File: config.mk
export PLATFORM = sky130hd
export DESIGN_NAME = fwd_scoreboard_flat
export DESIGN_NICKNAME = d
export VERILOG_FILES = /design/src/rtl/fwd_scoreboard_pkg.sv /design/src/rtl/fwd_scoreboard_if.sv /design/src/rtl/fwd_scoreboard_select.sv /design/src/rtl/fwd_scoreboard.sv /design/src/flat_wrapper.sv
export SDC_FILE = /design/constraint.sdc
export NUM_CORES = 1
export LEC_CHECK = 0
export BUFFER_PORTS_ARGS = -buffer_cell sky130_fd_sc_hd__buf_2
export CORE_AREA = 4 4 214 216
export DETAILED_ROUTE_END_ITERATION = 12
export DIE_AREA = 0 0 218 220
export PLACE_DENSITY = 0.67
export SYNTH_ARGS = -nofsm -noshare
export SYNTH_HDL_FRONTEND = slang
export SYNTH_SLANG_ARGS = --single-unit
export TNS_END_PERCENT = 5
File: constraint.sdc
create_clock -name clk -period 4.2 [get_ports clk]
set_input_delay 0.42 -clock clk [delete_from_list [all_inputs] [get_ports clk]]
set_output_delay 0.42 -clock clk [all_outputs]
set_load 0.005 [all_outputs]
File: src/rtl/fwd_scoreboard_pkg.sv
// fwd_scoreboard_pkg: shared register/word types and the forwarding-stage record
// used by the decode-stage operand resolver and its scoreboard.
package fwd_scoreboard_pkg;
    localparam int NREG = 32;
    localparam int XLEN = 64;
    localparam int AW   = $clog2(NREG);
    typedef logic [AW-1:0]   creg_addr_t;
    typedef logic [XLEN-1:0] word_t;
    typedef struct packed {
        logic       valid;
        creg_addr_t dst;
        word_t      data;
        logic       notready;
    } fwd_stage_t;
endpackage

File: src/rtl/fwd_scoreboard_if.sv
// fwd_scoreboard_if: operand, forwarding, issue and status signals of the decode scoreboard.
interface fwd_scoreboard_if
    import fwd_scoreboard_pkg::*;
#(
    parameter int NRD  = 2,
    parameter int NFWD = 3,
    parameter int LATW = 6
);
    creg_addr_t        ra           [NRD];
    word_t             rd           [NRD];
    logic              fwd_valid    [NFWD];
    creg_addr_t        fwd_dst      [NFWD];
    word_t             fwd_data     [NFWD];
    logic              fwd_notready [NFWD];
    logic              issue_valid;
    creg_addr_t        issue_dst;
    logic              issue_multi;
    logic [LATW-1:0]   issue_lat;
    logic              flush;
    word_t             result       [NRD];
    logic              stall;
    logic [NREG-1:0]   busy_vec;
    logic [31:0]       stall_cnt;
    modport master (
        output ra, rd, fwd_valid, fwd_dst, fwd_data, fwd_notready,
               issue_valid, issue_dst, issue_multi, issue_lat, flush,
        input  result, stall, busy_vec, stall_cnt
    );
    modport slave (
        input  ra, rd, fwd_valid, fwd_dst, fwd_data, fwd_notready,
               issue_valid, issue_dst, issue_multi, issue_lat, flush,
        output result, stall, busy_vec, stall_cnt
    );
endinterface

File: src/rtl/fwd_scoreboard_select.sv
// fwd_select: per-port priority mux choosing the youngest matching forwarding stage over regfile data.
module fwd_select
    import fwd_scoreboard_pkg::*;
#(
    parameter int NFWD = 3
) (
    input  creg_addr_t ra,
    input  word_t      rd,
    input  fwd_stage_t fwd [NFWD],
    output word_t      result,
    output logic       stall
);
    // Scan oldest to youngest so the youngest match is the final assignment.
    always_comb begin
        result = rd;
        stall  = 1'b0;
        for (int s = NFWD - 1; s >= 0; s--) begin
            if (ra != '0 && fwd[s].valid && fwd[s].dst == ra) begin
                result = fwd[s].data;
                stall  = fwd[s].notready;
            end
        end
    end
endmodule

File: src/rtl/fwd_scoreboard.sv
// fwd_scoreboard: decode operand resolution with forwarding plus a pending-write
// scoreboard for multicycle units, WAW protection, flush and a stall counter.
module fwd_scoreboard
    import fwd_scoreboard_pkg::*;
#(
    parameter int NRD  = 2,
    parameter int NFWD = 3,
    parameter int LATW = 6
) (
    input logic             clk,
    input logic             resetn,
    fwd_scoreboard_if.slave bus
);
    logic [LATW-1:0] cnt_q [NREG];
    logic [LATW-1:0] cnt_d [NREG];
    logic [31:0]     stall_cnt_q, stall_cnt_d;
    logic [NREG-1:0] busy;
    logic [NRD-1:0]  sel_stall, port_stall;
    fwd_stage_t      stg [NFWD];
    word_t           res [NRD];
    logic            waw, stall, accept;

    always_comb begin
        for (int s = 0; s < NFWD; s++)
            stg[s] = '{valid: bus.fwd_valid[s], dst: bus.fwd_dst[s],
                       data: bus.fwd_data[s], notready: bus.fwd_notready[s]};
    end

    genvar i;
    for (i = 0; i < NRD; i++) begin : g_port
        fwd_select #(.NFWD(NFWD)) u_sel (
            .ra(bus.ra[i]), .rd(bus.rd[i]), .fwd(stg),
            .result(res[i]), .stall(sel_stall[i])
        );
        assign port_stall[i] = sel_stall[i] | busy[bus.ra[i]];
    end

    always_comb begin
        for (int r = 0; r < NREG; r++) busy[r] = cnt_q[r] != '0;
        waw    = bus.issue_valid && bus.issue_dst != '0 && busy[bus.issue_dst];
        stall  = (|port_stall) || waw;
        accept = bus.issue_valid && !stall && !bus.flush;
        // An accepted multicycle issue takes precedence over the countdown of its own register.
        for (int r = 0; r < NREG; r++)
            cnt_d[r] = bus.flush ? '0 :
                       (accept && bus.issue_multi && r != 0 && bus.issue_dst == creg_addr_t'(r)
                        && bus.issue_lat != '0) ? bus.issue_lat :
                       busy[r] ? cnt_q[r] - 1'b1 : cnt_q[r];
        stall_cnt_d = (stall && stall_cnt_q != '1) ? stall_cnt_q + 1'b1 : stall_cnt_q;
    end

    always_ff @(posedge clk or negedge resetn) begin
        if (!resetn) begin
            for (int r = 0; r < NREG; r++) cnt_q[r] <= '0;
            stall_cnt_q <= '0;
        end else begin
            cnt_q       <= cnt_d;
            stall_cnt_q <= stall_cnt_d;
        end
    end

    assign bus.result    = res;
    assign bus.stall     = stall;
    assign bus.busy_vec  = busy;
    assign bus.stall_cnt = stall_cnt_q;
endmodule

File: src/flat_wrapper.sv
// flat-port wrapper written by rule: the top's interface ports become plain ports
module fwd_scoreboard_flat import fwd_scoreboard_pkg::*;
#(
    parameter int NRD  = 2,
    parameter int NFWD = 3,
    parameter int LATW = 6
)
  (clk, resetn, bus_ra, bus_rd, bus_fwd_valid, bus_fwd_dst, bus_fwd_data, bus_fwd_notready, bus_issue_valid, bus_issue_dst, bus_issue_multi, bus_issue_lat, bus_flush, bus_result, bus_stall, bus_busy_vec, bus_stall_cnt);
  fwd_scoreboard_if #(.NRD(NRD), .NFWD(NFWD), .LATW(LATW)) bus_i ();
  input logic clk;
  input logic resetn;
  input wire logic [$bits(bus_i.ra)-1:0] bus_ra;
  input wire logic [$bits(bus_i.rd)-1:0] bus_rd;
  input wire logic [$bits(bus_i.fwd_valid)-1:0] bus_fwd_valid;
  input wire logic [$bits(bus_i.fwd_dst)-1:0] bus_fwd_dst;
  input wire logic [$bits(bus_i.fwd_data)-1:0] bus_fwd_data;
  input wire logic [$bits(bus_i.fwd_notready)-1:0] bus_fwd_notready;
  input wire logic [$bits(bus_i.issue_valid)-1:0] bus_issue_valid;
  input wire logic [$bits(bus_i.issue_dst)-1:0] bus_issue_dst;
  input wire logic [$bits(bus_i.issue_multi)-1:0] bus_issue_multi;
  input wire logic [$bits(bus_i.issue_lat)-1:0] bus_issue_lat;
  input wire logic [$bits(bus_i.flush)-1:0] bus_flush;
  output wire logic [$bits(bus_i.result)-1:0] bus_result;
  output wire logic [$bits(bus_i.stall)-1:0] bus_stall;
  output wire logic [$bits(bus_i.busy_vec)-1:0] bus_busy_vec;
  output wire logic [$bits(bus_i.stall_cnt)-1:0] bus_stall_cnt;
  assign bus_i.ra = {>>{bus_ra}};
  assign bus_i.rd = {>>{bus_rd}};
  assign bus_i.fwd_valid = {>>{bus_fwd_valid}};
  assign bus_i.fwd_dst = {>>{bus_fwd_dst}};
  assign bus_i.fwd_data = {>>{bus_fwd_data}};
  assign bus_i.fwd_notready = {>>{bus_fwd_notready}};
  assign bus_i.issue_valid = bus_issue_valid;
  assign bus_i.issue_dst = bus_issue_dst;
  assign bus_i.issue_multi = bus_issue_multi;
  assign bus_i.issue_lat = bus_issue_lat;
  assign bus_i.flush = bus_flush;
  assign bus_result = {>>{bus_i.result}};
  assign bus_stall = bus_i.stall;
  assign bus_busy_vec = bus_i.busy_vec;
  assign bus_stall_cnt = bus_i.stall_cnt;
  fwd_scoreboard #(.NRD(NRD), .NFWD(NFWD), .LATW(LATW)) u_core (.clk(clk), .resetn(resetn), .bus(bus_i));
endmodule
# Yosys cells after proc, flatten, opt, wreduce, memory -nomap -nowiden

Index checks and enable logic that the tools add are counted.

Order comparisons: 3
Equality and inequality tests: 38
Bitwise gates (word level): 2
Multiplexer cells: 113
Reduce and logical (&&, ||, !) cells: 152
$add $sub $neg: 33

Operators by type and width:

| kind                  | count |
|---|---|
| $mux 6                | 95 |
| $mux 64               | 6 |
| $reduce_bool 6->1     | 33 |
| $sub 6x1->6 const B   | 32 |
| $reduce_bool 3->1     | 31 |
| $eq 5x5->1 const B    | 16 |
| $logic_and 1x1->1     | 80 |
| $eq 5x4->1 const B    | 8 |
| $add 32x1->32 const B | 1 |
| $ne 32x32->1 const B  | 1 |
| $eq 5x5->1            | 6 |
| $eq 5x3->1 const B    | 4 |
| $lt 5x6->1 const B    | 3 |
| $bmux 1 s5            | 3 |
| $reduce_bool 5->1     | 3 |
| $eq 5x2->1 const B    | 2 |
| $mux 1                | 9 |
| $eq 5x1->1 const B    | 1 |
| $logic_not 1->1       | 2 |
| $or 1x1->1            | 2 |
| $reduce_bool 2->1     | 1 |
| $reduce_or 2->1       | 1 |
| $logic_or 1x1->1      | 1 |

Flip-flop bits (word level): 224

# Longest topological paths before layout

Depth after elaboration: 17
Depth in mapped cells: 15

# By module

Synthesis repeated with hierarchy kept, for this count alone.

Cells, all modules: 2439
Area total of the unflattened synthesis: 19281.0 um^2

By module, submodules not included:

| module         | cells each | sequential area each (um^2) | area each (um^2) | times used |
|---|---|---|---|---|
| fwd_scoreboard | 1639       | 5605.4                      | 14048.5          | 1 |
| fwd_select     | 400        | 0.0                         | 2616.3           | 2 |

# Worst setup path after synthesis

No wires, ideal clock.

Path kind: flip-flop to flip-flop
From: reg u_core.cnt_q[18] (netlist bit)
To: reg u_core.cnt_q[66] (netlist bit)
Library setup time: 0.128 ns
Setup slack: 0.815 ns
Period minus slack after synthesis: 3.385 ns
Cell stages (with the launch flop): 14
Arrival: 3.257 ns
Path through: dfrtp_1 -> inv_1 -> ha_1 -> or3b_1 -> nor3_2 -> inv_1 -> mux4_2 -> or2_0 -> a41oi_1 -> and4_1 -> buf_2 -> buf_6 -> nand2_2 -> mux2_1

Longest elaborated chain between the ends: 14
Elaborated cells between the ends (all ways): 21
Those cells by class: 8 x mux; 2 x bitwise; 11 x reduce/logical

RTL lines:

| element                           | line                 | RTL |
|---|---|---|
| start, declared                   | fwd_scoreboard.sv:14 | `logic [LATW-1:0] cnt_q [NREG];` |
| start signal, assigned            | fwd_scoreboard.sv:57 | `cnt_q <= cnt_d;` |
| $reduce_bool 6->1 *               | fwd_scoreboard.sv:39 | `for (int r = 0; r < NREG; r++) busy[r] = cnt_q[r] != '0;` |
| net bus_busy_vec[28]              | flat_wrapper.sv:25   | `output wire logic [$bits(bus_i.busy_vec)-1:0] bus_busy_vec;` |
| $bmux 1 s5                        | fwd_scoreboard.sv:35 | `assign port_stall[i] = sel_stall[i] \| busy[bus.ra[i]];` |
| $mux 1 (not written as such)      | fwd_scoreboard.sv:35 |  |
| $or 1x1->1                        | fwd_scoreboard.sv:35 |  |
| $reduce_or 2->1                   | fwd_scoreboard.sv:41 | `stall = (\|port_stall) \|\| waw;` |
| $logic_or 1x1->1 *                | fwd_scoreboard.sv:41 |  |
| $logic_not 1->1 *                 | fwd_scoreboard.sv:42 | `accept = bus.issue_valid && !stall && !bus.flush;` |
| $logic_and 1x1->1 * (2 in series) | fwd_scoreboard.sv:42 |  |
| $logic_and 1x1->1 *               | n/a                  |  |
| $logic_and 1x1->1 *               | fwd_scoreboard.sv:46 | `(accept && bus.issue_multi && r != 0 && bus.issue_dst == creg_addr_t'(r)` |
| $logic_and 1x1->1 *               | fwd_scoreboard.sv:47 | `&& bus.issue_lat != '0) ? bus.issue_lat :` |
| $mux 6                            | fwd_scoreboard.sv:47 |  |
| $mux 6                            | fwd_scoreboard.sv:45 | `cnt_d[r] = bus.flush ? '0 :` |

Mark *: on every way through the listed nets, which the timed path passes. The rest lies on a longest branch. The select of a mux whose other input is x is not followed.
A chain may end at the register's enable or synchronous reset.

# Worst setup path after layout

From: reg u_core.cnt_q[72] (netlist bit)
To: out bus_stall

Longest elaborated chain between the ends: 6
Elaborated cells between the ends (all ways): 12
Those cells by class: 6 x mux; 2 x bitwise; 4 x reduce/logical

RTL lines:

| element                      | line                 | RTL |
|---|---|---|
| $reduce_bool 6->1 *          | fwd_scoreboard.sv:39 |  |
| $bmux 1 s5                   | fwd_scoreboard.sv:35 |  |
| $mux 1 (not written as such) | fwd_scoreboard.sv:35 |  |
| $or 1x1->1                   | fwd_scoreboard.sv:35 |  |
| $reduce_or 2->1              | fwd_scoreboard.sv:41 |  |
| $logic_or 1x1->1 *           | fwd_scoreboard.sv:41 |  |
| end, declared                | flat_wrapper.sv:24   | `output wire logic [$bits(bus_i.stall)-1:0] bus_stall;` |

Mark *: on every way between the ends. The rest lies on a longest branch, timed or not. The select of a mux whose other input is x is not followed.

==> key figures <==
Yosys
  – Mapped Area: about 18000 µm²
  – Compound-Gate Fraction of Synth Area: between 10% and 20%
  – Mux cell area share after synthesis: around a tenth
  – XOR/XNOR Fraction of Synth Area: 8.40%
  – Synth Area in Simple Gates: a little under a quarter
  – Seq/Total Area, Yosys: about 30%
  – Net Count, Synth: between 2000 and 3000
  – Netlist cell types: 75
  – Synth Area in Adders: roughly 2.3%
  – Yosys top cell area share: a little under a third
  – Main combinational cell family by area after synthesis: simple AND/OR/NAND/NOR gates
  – Area contributors post-synth: dfrtp_1 (31%), mux2i_1 (8.1%), nand2_1 (5.4%)
  – Cell taking the most area after synthesis: dfrtp_1
  – Ys async rst share: 100%
  – Top FF cell, synth: dfrtp_1
  – FF+latch count, synth: around 220
  – Number of flops mapped to enable cells by yosys: 0
  – Yosys warnings: 0
  – Post-Synthesis Cells: ~2300
  – Synthesized area per cell: between 7 and 8 µm²

Placement
  – DP Wirelength: 73200 µm
  – Placement Cell Area: 22000 µm²
  – Port bufs: around 560
  – GP Congestion: approximately 1.1
  – Cell Count Post-Placement: roughly 3400
  – Setup WS pre-CTS: around 0.24 ns

Timing
  – Final setup fails: 0
  – Worst Skew: roughly 0.013 ns
  – Slew headroom: roughly 17%
  – Final Max Tran Viols: 0
  – Post-route minimum period: slightly above 4 ns
  – Final Worst Setup Slack: 0.103 ns
  – Fmax: 244 MHz
  – Hold WS: -0.0120 ns
  – Slew @ Worst Pin: between 1 and 1.5 ns
  – Final Hold Fails: 19
  – Setup TNS: 0 ns
  – Crit share post-route: ~98%

Worst setup path
  – Crit Path Class: flip-flop to output pin
  – Worst Setup End Kind: output pin
  – Origin of the critical flop-to-flop path: u_core.cnt_q[72]
  – Worst-path maximum fanout: 8
  – R2R Setup Slk: 0.24 ns
  – CP arrival: 3.68 ns
  – WP data required: between 3 and 4 ns
  – Setup crit start: u_core.cnt_q[72]
  – Setup crit start kind: flip-flop

Power
  – Gate power share: roughly 58%
  – Final Power: ~15 mW
  – Pwr dens: 626 nW/µm²
  – Net Sw Power: roughly 6.4 mW
  – LEAKAGE: 10.6 nW
  – Internal power: 8.14 mW
  – Flop pwr share: 26.0%
  – Sw Ratio: between 40% and 50%
  – Worst vdd ir: approximately 0.42 mV
  – Clk pwr share: 16.3%

Drt
  – Initial drt markers: around 2700
  – Routed wire per std cell: roughly 27 µm
  – DRT Pass-1 Iters: 8
  – DRC viols: 0
  – Met1 wire length: ~37000 µm
  – WL met2: slightly below 40000 µm
  – Top sig layer: met5
  – Routed wire length: 94700 µm
  – Via/cell ratio: a little over 6
  – Via Count: about 21000
  – Antenna viol nets, final: 0
  – Met3 WL: roughly 14000 µm

Clocking
  – CTS buffer count: 28
  – Root buf cell: clkbuf_16
  – H-tree depth: 1
  – Max clock buf depth: 3
  – Clock Pin Slew Worst Setup and Hold Paths: around 0.060 ns
  – TritonCTS clock tree: yes
  – # clock sinks: between 200 and 250
  – Worst-Skew Late Latency: roughly 0.54 ns

Global routing
  – Initial antenna violation count: 33
  – First-pass GRT wire length: around 130000 µm
  – Vias in the first global route: around 19000
  – Gr ovfl total: 0
  – All-Layer GR Usage: 37.2%
  – Largest net degree at the start of global routing: 130

Worst hold path
  – Worst min-delay path class: primary input to async pin

Floorplanning
  – Core area: between 40000 and 50000 µm²
  – Row count: 77
  – Die area: approximately 48000 µm²
  – IO Pins: 560
  – Starting Density: 41.5%
  – Die Y: 220 µm
  – Die Span X: ~220 µm

Finish
  – Share of post-route cells with drive strength above 1: between 20% and 30%
  – Non-filler instance count after layout: roughly 3500
  – Nets@finish: around 3200
  – Finished Cell Area: between 20000 and 25000 µm²
  – P&R area growth vs syn: 27.4%

Status
  – Status: complete, but fails checks
  – Failing checks: hold timing

Flow run
  – Number of max-cap violations: 0
## worst max-delay path, stage by stage (launching register included)
cell and delay [ns]:
dfrtp_1 0.38, inv_1 0.12, ha_4 0.16, or3b_4 0.40, nor3_4 0.26, inv_2 0.09, mux4_2 0.48, a221o_1 0.34
nor4_4 0.33, and3_4 0.26, buf_12 0.13, inv_2 0.05, buf_2 0.12
## stage by stage
step	utilization, %	hold WS, ns
final	52.9	-0.0120
after global routing	52.9	0.0460
after CTS	52.2	0.0310
after detailed placement	50.1	0.472
after global placement	50.1	0.468
after floorplan	-	0.124
## area by class of cell
| cell class | count | area, µm² |
|---|---|---|
| Sequential cell | 224 | 5610 |
| Fill cell | 4245 | 20700 |
| Timing Repair Buffer | 672 | 3810 |
| Multi-Input combinational cell | 1791 | 11800 |
| Inverter | 105 | 394 |
| Tap cell | 592 | 741 |
| Clock inverter | 6 | 55.1 |
| Clock buffer | 41 | 841 |
| Antenna cell | 20 | 50.0 |
## power by group through the flow
| stage | Sequential [mW] | Combinational [mW] | Clock [mW] |
|---|---|---|---|
| 2_1_floorplan | 3.59 | 5.24 | 0 |
| 3_3_place_gp | 3.71 | 7.63 | 0 |
| 3_5_place_dp | 3.74 | 7.86 | 0 |
| 4_1_cts | 3.74 | 7.98 | 2.40 |
| 5_1_grt | 3.88 | 9.20 | 2.48 |
| 6_report | 3.78 | 8.40 | 2.38 |
## cell usage in the layout (no fill, tap or decap), drive strengths merged, types with 28 or more instances in the layout
master,n
ha,33
inv,105
nand3,106
xor2,76
a211oi,74
nor3,75
nand2,270
xnor2,99
clkbuf,42
o31ai,47
nor2,222
mux2i,147
a21oi,101
dfrtp,224
buf,671
and2,30
o21ai,141
a21o,66
o32ai,28
## flip-flops by register name (all words and copies together), names as in the netlist
name / count
u_core.bus.stall_cnt: 32
u_core.cnt_q: 192
## metal layers
metal | up-vias | GRT usage, %
met1 | 10100 | 47.3
li1 | 9213 | -
met5 | - | 2.19
met4 | 4 | 15.3
met3 | 201 | 18.4
met2 | 1336 | 53.5
## logic make-up (layout without fill, tap and decap cells)
kind of cell / Yosys count / after routing
AND/OR/NAND/NOR: 861 / 861
AO/OA/AOI/OAI: 541 / 541
buffers and inverters: 274 / 824
flip-flops: 224 / 224
multiplexers: 181 / 181
XOR/XNOR: 175 / 175
adder cells (fa/ha/maj): 33 / 33
other: 0 / 20
## Yosys cell counts, types with 17 or more instances
cell type  instances
nand2_1          264
dfrtp_1          224
nor2_1           219
mux2i_1          147
o21ai_0          141
clkbuf_1         128
nand3_1          105
a21oi_1          101
inv_1            101
xnor2_1           99
xor2_1            76
a211oi_1          74
a21o_1            66
nor3_1            66
o31ai_1           47
ha_1              33
and2_1            30
o32ai_1           28
a31oi_1           26
nor4_1            21
nand4_1           20
buf_1             18
nor4b_1           17
## timing repair
item,CTS,global route
pin swaps,2,12
buffers inserted,2,21
hold buffers,0,0
setup endpoints to repair,1,1
resized for setup,10,20
## worst paths after layout
check	end	cells after the start
worst max-delay path	bus_stall	12
worst min-delay path	u_core.cnt_q[12]	1
worst max register to register	u_core.cnt_q[91]	14
worst min register to register	u_core.bus.stall_cnt[4]	1
max in group asynchronous	u_core.bus.stall_cnt[11]	2
min in group clk	u_core.cnt_q[162]	3
Note: power is estimated with default switching activity, not from simulation.
